==> config.mk <==
export PLATFORM = sky130hd
export DESIGN_NAME = alu
export DESIGN_NICKNAME = d
export VERILOG_FILES = /design/src/rtl/alu_pkg.sv /design/src/rtl/alu_addsub.sv /design/src/rtl/alu.sv
export SDC_FILE = /design/constraint.sdc
export NUM_CORES = 1
export LEC_CHECK = 0
export CAP_MARGIN = 20
export CORE_MARGIN = 2
export CORE_UTILIZATION = 56
export DETAILED_ROUTE_END_ITERATION = 10
export GPL_TIMING_DRIVEN = 0
export PLACE_DENSITY = 0.86
export SLEW_MARGIN = 20
export SYNTH_ARGS = -nofsm -noshare
export SYNTH_HDL_FRONTEND = slang
export SYNTH_HIERARCHICAL = 1
export SYNTH_SLANG_ARGS = --single-unit
==> constraint.sdc <==
create_clock -name clk -period 1.1 [get_ports clk]
set_clock_uncertainty 0.05 [all_clocks]
set_input_delay 0.165 -clock clk [delete_from_list [all_inputs] [get_ports clk]]
set_output_delay 0.165 -clock clk [all_outputs]
set_load 0.01 [all_outputs]
==> src/rtl/alu_pkg.sv <==
// Shared opcode encoding and default width for the alu block.
package alu_pkg;

   localparam int ALU_NIO_DEFAULT = 8;

   typedef enum logic [2:0] {
      OP_ADD = 3'b000,
      OP_SUB = 3'b001,
      OP_AND = 3'b010,
      OP_OR  = 3'b011,
      OP_XOR = 3'b100,
      OP_SRA = 3'b101,
      OP_SLL = 3'b110,
      OP_SLT = 3'b111
   } alu_op_e;

endpackage

==> src/rtl/alu_addsub.sv <==
// Combinational NIO-bit adder/subtractor shared by ADD, SUB and SLT.
module alu_addsub
   import alu_pkg::*;
#(
   parameter int NIO = ALU_NIO_DEFAULT
) (
   input  logic [NIO-1:0] a,
   input  logic [NIO-1:0] b,
   input  logic           sub,
   output logic [NIO-1:0] sum,
   output logic           ov,
   output logic           lt
);

   logic [NIO-1:0] bb;

   assign bb  = sub ? ~b : b;
   assign sum = a + bb + {{(NIO-1){1'b0}}, sub};
   // Signed overflow: effective operands share a sign that the result lost.
   assign ov  = (a[NIO-1] == bb[NIO-1]) && (sum[NIO-1] != a[NIO-1]);
   // True sign of a-b; meaningful only while sub is high.
   assign lt  = sum[NIO-1] ^ ov;

endmodule

==> src/rtl/alu.sv <==
// Signed two-operand ALU with registered result and overflow flag.
// Build macro ALU_SATURATE_EN: ADD/SUB/SLL clamp to the signed range on overflow.
module alu
   import alu_pkg::*;
#(
   parameter int NIO = ALU_NIO_DEFAULT
) (
   input  logic           clk,
   input  logic           rst_n,
   input  logic [NIO-1:0] A,
   input  logic [NIO-1:0] B,
   input  logic [2:0]     OP,
   output logic [NIO-1:0] Z,
   output logic           OV
);

`ifdef ALU_SATURATE_EN
   localparam bit SAT = 1'b1;
`else
   localparam bit SAT = 1'b0;
`endif

   localparam logic [NIO-1:0] SMAX = {1'b0, {(NIO-1){1'b1}}};
   localparam logic [NIO-1:0] SMIN = {1'b1, {(NIO-1){1'b0}}};

   // Handshake: none. A, B and OP are sampled on every rising edge and the
   // matching Z/OV are valid one cycle later; every cycle carries an operation.
   alu_op_e        op_e;
   logic [NIO-1:0] as_sum;
   logic           as_ov;
   logic           as_lt;
   logic           as_sub;
   logic [NIO-1:0] z_d;
   logic           ov_d;
   logic           sat_neg;

   assign op_e   = alu_op_e'(OP);
   assign as_sub = (op_e != OP_ADD);

   alu_addsub #(.NIO(NIO)) u_addsub (
      .a   (A),
      .b   (B),
      .sub (as_sub),
      .sum (as_sum),
      .ov  (as_ov),
      .lt  (as_lt)
   );

   always_comb begin
      z_d     = '0;
      ov_d    = 1'b0;
      sat_neg = 1'b0;
      case (op_e)
         OP_ADD, OP_SUB: begin
            z_d     = as_sum;
            ov_d    = as_ov;
            sat_neg = A[NIO-1];
         end
         OP_AND: z_d = A & B;
         OP_OR:  z_d = A | B;
         OP_XOR: z_d = A ^ B;
         OP_SRA: z_d = {B[NIO-1], B[NIO-1:1]};
         OP_SLL: begin
            z_d     = {B[NIO-2:0], 1'b0};
            ov_d    = B[NIO-1] ^ B[NIO-2];
            sat_neg = B[NIO-1];
         end
         OP_SLT: z_d = {{(NIO-1){1'b0}}, as_lt};
         default: z_d = '0;
      endcase
      // On overflow the true result's sign is that of A (add/sub) or B (shift).
      if (SAT && ov_d) z_d = sat_neg ? SMIN : SMAX;
   end

   always_ff @(posedge clk or negedge rst_n) begin
      if (!rst_n) begin
         Z  <= '0;
         OV <= 1'b0;
      end else begin
         Z  <= z_d;
         OV <= ov_d;
      end
   end

endmodule

Word level (Yosys, flattened, before mapping)
Cells that the tools add are included.
Widths: inputs -> output; s select.

word-level totals
  memories = 0
  latch bits = 0
  logic and storage cells = 26
  output and inout port bits = 9
  RAM bits = 0
  input bits = 21
  memory bits (read-only) = 0
  bits in registers = 9

operators by class
  multipliers = 0
  multiplexer cells = 3
  $lt $le $gt $ge = 0
  divide/modulo/power cells = 0
  shift-type cells = 0
  eq/ne operators = 9
  reduce and logical (&&, ||, !) cells = 4
  add/sub/neg operators = 2
  bitwise logic cells = 6

operators with widths
  operator            number
  $pmux 8 s7          1
  $eq 3x3->1 const B  4
  $add 8x1->8         1
  $add 8x8->8         1
  $and 8x8->8         1
  $mux 8              1
  $not 8->8           1
  $or 8x8->8          1
  $xor 8x8->8         1
  $eq 3x2->1 const B  2
  $eq 3x1->1 const B  1
  $logic_not 3->1     1
  $reduce_bool 3->1   1
  $pmux 1 s2          1
  $reduce_or 2->1     1
  $xor 1x1->1         2
  $eq 1x1->1          1
  $logic_and 1x1->1   1
  $ne 1x1->1          1

Logic depth before layout (Yosys ltp)
  depth in word-level cells = 8
  gate-level depth with buffers = 16
  gate-level depth less buffers = 12

By module
The synthesis kept the hierarchy.

by module, submodules not included
  module      instances  area each (um2)  cells an instance  seq. area each (um2)
  alu         1          1,022.2          126                225.2
  alu_addsub  1          426.7            52                 0.0

Worst setup path after synthesis
OpenSTA, ideal clock, no wires.

  path kind = input -> register
  start = input port OP[1]
  end = register Z[0]
  data arrival time = 2.526 ns
  path buffers = 4
  slack = -1.541 ns
  library setup time = 0.065 ns
  data required time = 0.985 ns
  cell stages on the path = 16
  cells stage by stage = buf_6 buf_12 buf_4 nor2_1 nand2_1 buf_6 xor2_1 ha_1 a21oi_1 o22ai_2 a311oi_4 maj3_1 mux2i_1 mux2i_1 nand2_1 nand2_1

between the ends
  longest elaborated chain between the ends = 8
  elaborated cells between the ends (all ways) = 18
  classes of those cells = add/sub: 2; eq/ne: 9; mux: 2; bitwise: 1; reduce/logical: 4

RTL lines
  item                    line              text
  start: declaration      alu.sv:12         input logic [2:0] OP,
  $reduce_bool 3->1 *     alu.sv:38         assign as_sub = (op_e != OP_ADD);
  named net as_sub        alu.sv:32         logic as_sub;
  $mux 8                  alu_addsub.sv:17  assign bb = sub ? ~b : b;
  $add 8x8->8             alu_addsub.sv:18  assign sum = a + bb + {{(NIO-1){1'b0}}, sub};
  $add 8x1->8             alu_addsub.sv:18
  $ne 1x1->1              alu_addsub.sv:20  assign ov = (a[NIO-1] == bb[NIO-1]) && (sum[NIO-1] != a[NIO-1]);
  $logic_and 1x1->1       alu_addsub.sv:20
  $xor 1x1->1 *           alu_addsub.sv:22  assign lt = sum[NIO-1] ^ ov;
  named net as_lt         alu.sv:31         logic as_lt;
  $pmux 8 s7 *            alu.sv:53         case (op_e)
  named net z_d[0]        alu.sv:33         logic [NIO-1:0] z_d;
  end signal: assignment  alu.sv:80         Z <= z_d;
  end: declaration        alu.sv:13         output logic [NIO-1:0] Z,

The timed path passes the listed nets; every way through them passes the cells marked *.

Worst setup path in the final report
  start = input port OP[2]
  end = register Z[0]

The elaborated chain is that of the path after synthesis.

==> impl_metrics.env <==
export IMPL_crit_start="OP[2]"
export IMPL_vias_per_cell=6.42
export IMPL_worst_path_buf_inv=2
export IMPL_dieArea_um2=3010
export IMPL_outcome="finished, violations left"
export IMPL_ys_flop_type="dfrtp_1"
export IMPL_place_ws_ns=-2.03
export IMPL_hpwl_um=2860
export IMPL_final_period_utilization_pct=220
export IMPL_h_tree_depth=1
export IMPL_violations="setup timing"
export IMPL_synth_cell_type_count=37
export IMPL_coreArea_um2=2450
export IMPL_drv_slew=0
export IMPL_final_cells=264
export IMPL_rows=18
export IMPL_drt_pass1_iter_count=7
export IMPL_clockBufferDepth=2
export IMPL_crit_arrival_ns=2.50
export IMPL_cts_clk_slew_worst_paths_ns=0.06
export IMPL_start_util_pct=59.0
export IMPL_grt_start_max_net_pins=11
export IMPL_finalCriticalPeriod_ns=2.42
export IMPL_ctsHoldBuffers=0
export IMPL_io_buffer_count=27
export IMPL_layout_nets=279
export IMPL_ios=30
export IMPL_numCtsBuffers=3
export IMPL_path_cells="buf_12 > buf_8 > nor2_4 > nand2_4 > xor2_1 > ha_2 > nand4_1 > o22ai_2 > a311oi_4 > maj3_2 > mux2i_1 > mux2i_1 > nand2_1 > nand2_1"
export IMPL_cp_end_kind="flop"
export IMPL_die_x_um=54.9
export IMPL_max_stage_delay_ns=0.42
export IMPL_grtUsageMet3_pct=4.10
export IMPL_drt_iter0_drc=114
export IMPL_synth_edff_count=0
export IMPL_gp_congestion=0.879
export IMPL_vias=1695
export IMPL_cp_slowest_cell="ha_2"
export IMPL_grtUsageMet2_pct=53.6
export IMPL_diodes=0
export IMPL_cts_tree="yes"
export IMPL_hold_viol_final=0
export IMPL_path_max_fanout=6
export IMPL_dp_cells=235
export IMPL_setup_ws_ns=-1.32
export IMPL_grt_pass1_wl_um=6340
export IMPL_die_h_um=54.9
export IMPL_drv_cap=0
export IMPL_drc_errors=0
export IMPL_critPathLaunchType="primary input"
export IMPL_grt_setup_unrepaired="yes"
export IMPL_ys_seq_elements=9
export IMPL_first_global_vias=1508
export IMPL_synth_cells=178
export IMPL_overflow=0
export IMPL_fmax_mhz=413
export IMPL_cts_root_buf="clkbuf_4"
export IMPL_p_leak_nw=1.07
export IMPL_hold_path_class="primary input to async pin"
export IMPL_p_total_mw=1.74
export IMPL_worstSetupPathType="primary input to flop"
export IMPL_cts_sinks=9
export IMPL_irDropWorstVdd_mv=0.759
export IMPL_tightest_slew_ns=0.455
export IMPL_syn_area_per_cell_um2=8.14
export IMPL_yosysWarningCount=6
export IMPL_antenna_found_initial=0
export IMPL_path_delay_family="adder cells"
export IMPL_seq_area_frac_synth_pct=15.5
export IMPL_areaGrowthSynthToFinish_pct=45.9
export IMPL_synth_nets=222
export IMPL_slew_limit_headroom_pct=69.6
export IMPL_top_usage_layer="met2"
export IMPL_drt_wirelength_per_cell_um=19.6
export IMPL_cp_data_required_time_ns=1.18
export IMPL_gr_usage_met1_pct=31.4
export IMPL_async_reset_ff_share_pct=100
export IMPL_grtUsageTotal_pct=29.1
export IMPL_power_density_nw_per_um2=824
export IMPL_drtAntennaViolNets=0
export IMPL_synth_area_um2=1450
export IMPL_drive_gt1_share_pct=30.8
export IMPL_setup_violations=9
export IMPL_drt_wl_total_um=5160
[layout by cell type, fill, tap and decap left out, types with 3 or more instances in the layout]
cell	count
clkdlybuf4s50_1	11
nor2_1	6
dlymetal6s2s_1	6
o22ai_1	3
buf_12	3
clkdlybuf4s15_1	5
a211oi_2	3
inv_1	20
a21oi_1	19
a21oi_2	4
buf_6	3
xor2_1	9
dfrtp_1	9
nand2_1	11
clkbuf_4	3
nor3_1	3
buf_4	27
nand2b_1	8
clkbuf_2	4
mux2i_1	9
ha_1	20
[through the flow]
stage               cell area (um2)  setup TNS (ns)  utilization [%]  hold slack [ns]
floorplan                      1490          -10.18                -           -0.181
global placement               1800          -14.92             73.1            0.409
finish                         2110           -9.26             86.1            0.139
detailed placement             1800          -15.45             73.1            0.423
global route                   2110           -9.64             86.1            0.161
CTS                            1960           -9.67             79.9            0.152
[worst max path at each step]
stage	endpoint	slack (ns)	cells past startpoint
6_report	Z[0]$_DFF_PN0_	-1.32	14
3_5_place_dp	Z[0]$_DFF_PN0_	-2.03	15
2_1_floorplan	Z[0]$_DFF_PN0_	-1.41	16
5_1_grt	Z[0]$_DFF_PN0_	-1.36	14
4_1_cts	Z[0]$_DFF_PN0_	-1.35	16
3_3_place_gp	Z[0]$_DFF_PN0_	-1.99	15
[kinds of logic after synthesis]
logic type | Yosys count | share of synthesized area, %
AO/OA/AOI/OAI | 49 | 22.9
adder cells (fa/ha/maj) | 24 | 21.1
flip-flops | 9 | 15.5
buffers and inverters | 32 | 11.7
XOR/XNOR | 13 | 7.86
AND/OR/NAND/NOR | 41 | 13.7
multiplexers | 10 | 7.17
[state kept, by name (all words and copies together) (netlist names)]
register / count
OV: 1
Z: 8
[power by group]
part | total [mW] | switching (mW) | leakage (nW) | internal [mW]
registers | 0.388 | 0.0114 | 0.108 | 0.376
clock network | 0.250 | 0.110 | 0.0150 | 0.140
logic | 1.10 | 0.569 | 0.943 | 0.535
[synth_stat cells, drive strengths merged (4+ instances only)]
library cell	count	area (um2)
a211oi	4	30.0
a21oi	23	123
buf	10	87.6
dfrtp	9	225
ha	22	275
inv	22	82.6
mux2i	10	104
nand2	12	45.0
nand2b	8	50.1
nor2	9	33.8
nor2b	4	25.0
nor3	4	20.0
o21ai	6	30.0
o22ai	4	31.3
xor2	10	87.6
[layout make-up]
class                   instances  area, um2
plain buffers                   8        106
clock buffers                   4       26.3
fillers                       113        340
inverters                      22       82.6
multi-input cells             137       1170
flip-flops and latches          9        225
well taps                      30       37.5
repair buffers                 54        470
[routing by layer]
| layer | share of wire [%] | vias up |
|---|---|---|
| li1 | - | 724 |
| met1 | 34 | 763 |
| met2 | 48 | 154 |
| met3 | 11 | 54 |
| met4 | 7.7 | 0 |
| met5 | 0 | - |
[repair_timing]
action / in CTS / in global routing
gates resized for setup: 29 / 36
endpoints found under the setup margin: 18 / 15
buffers inserted: 13 / 14
pin swaps: 13 / 12
gates cloned: 0 / 0
(Power assumes the default switching activity.)
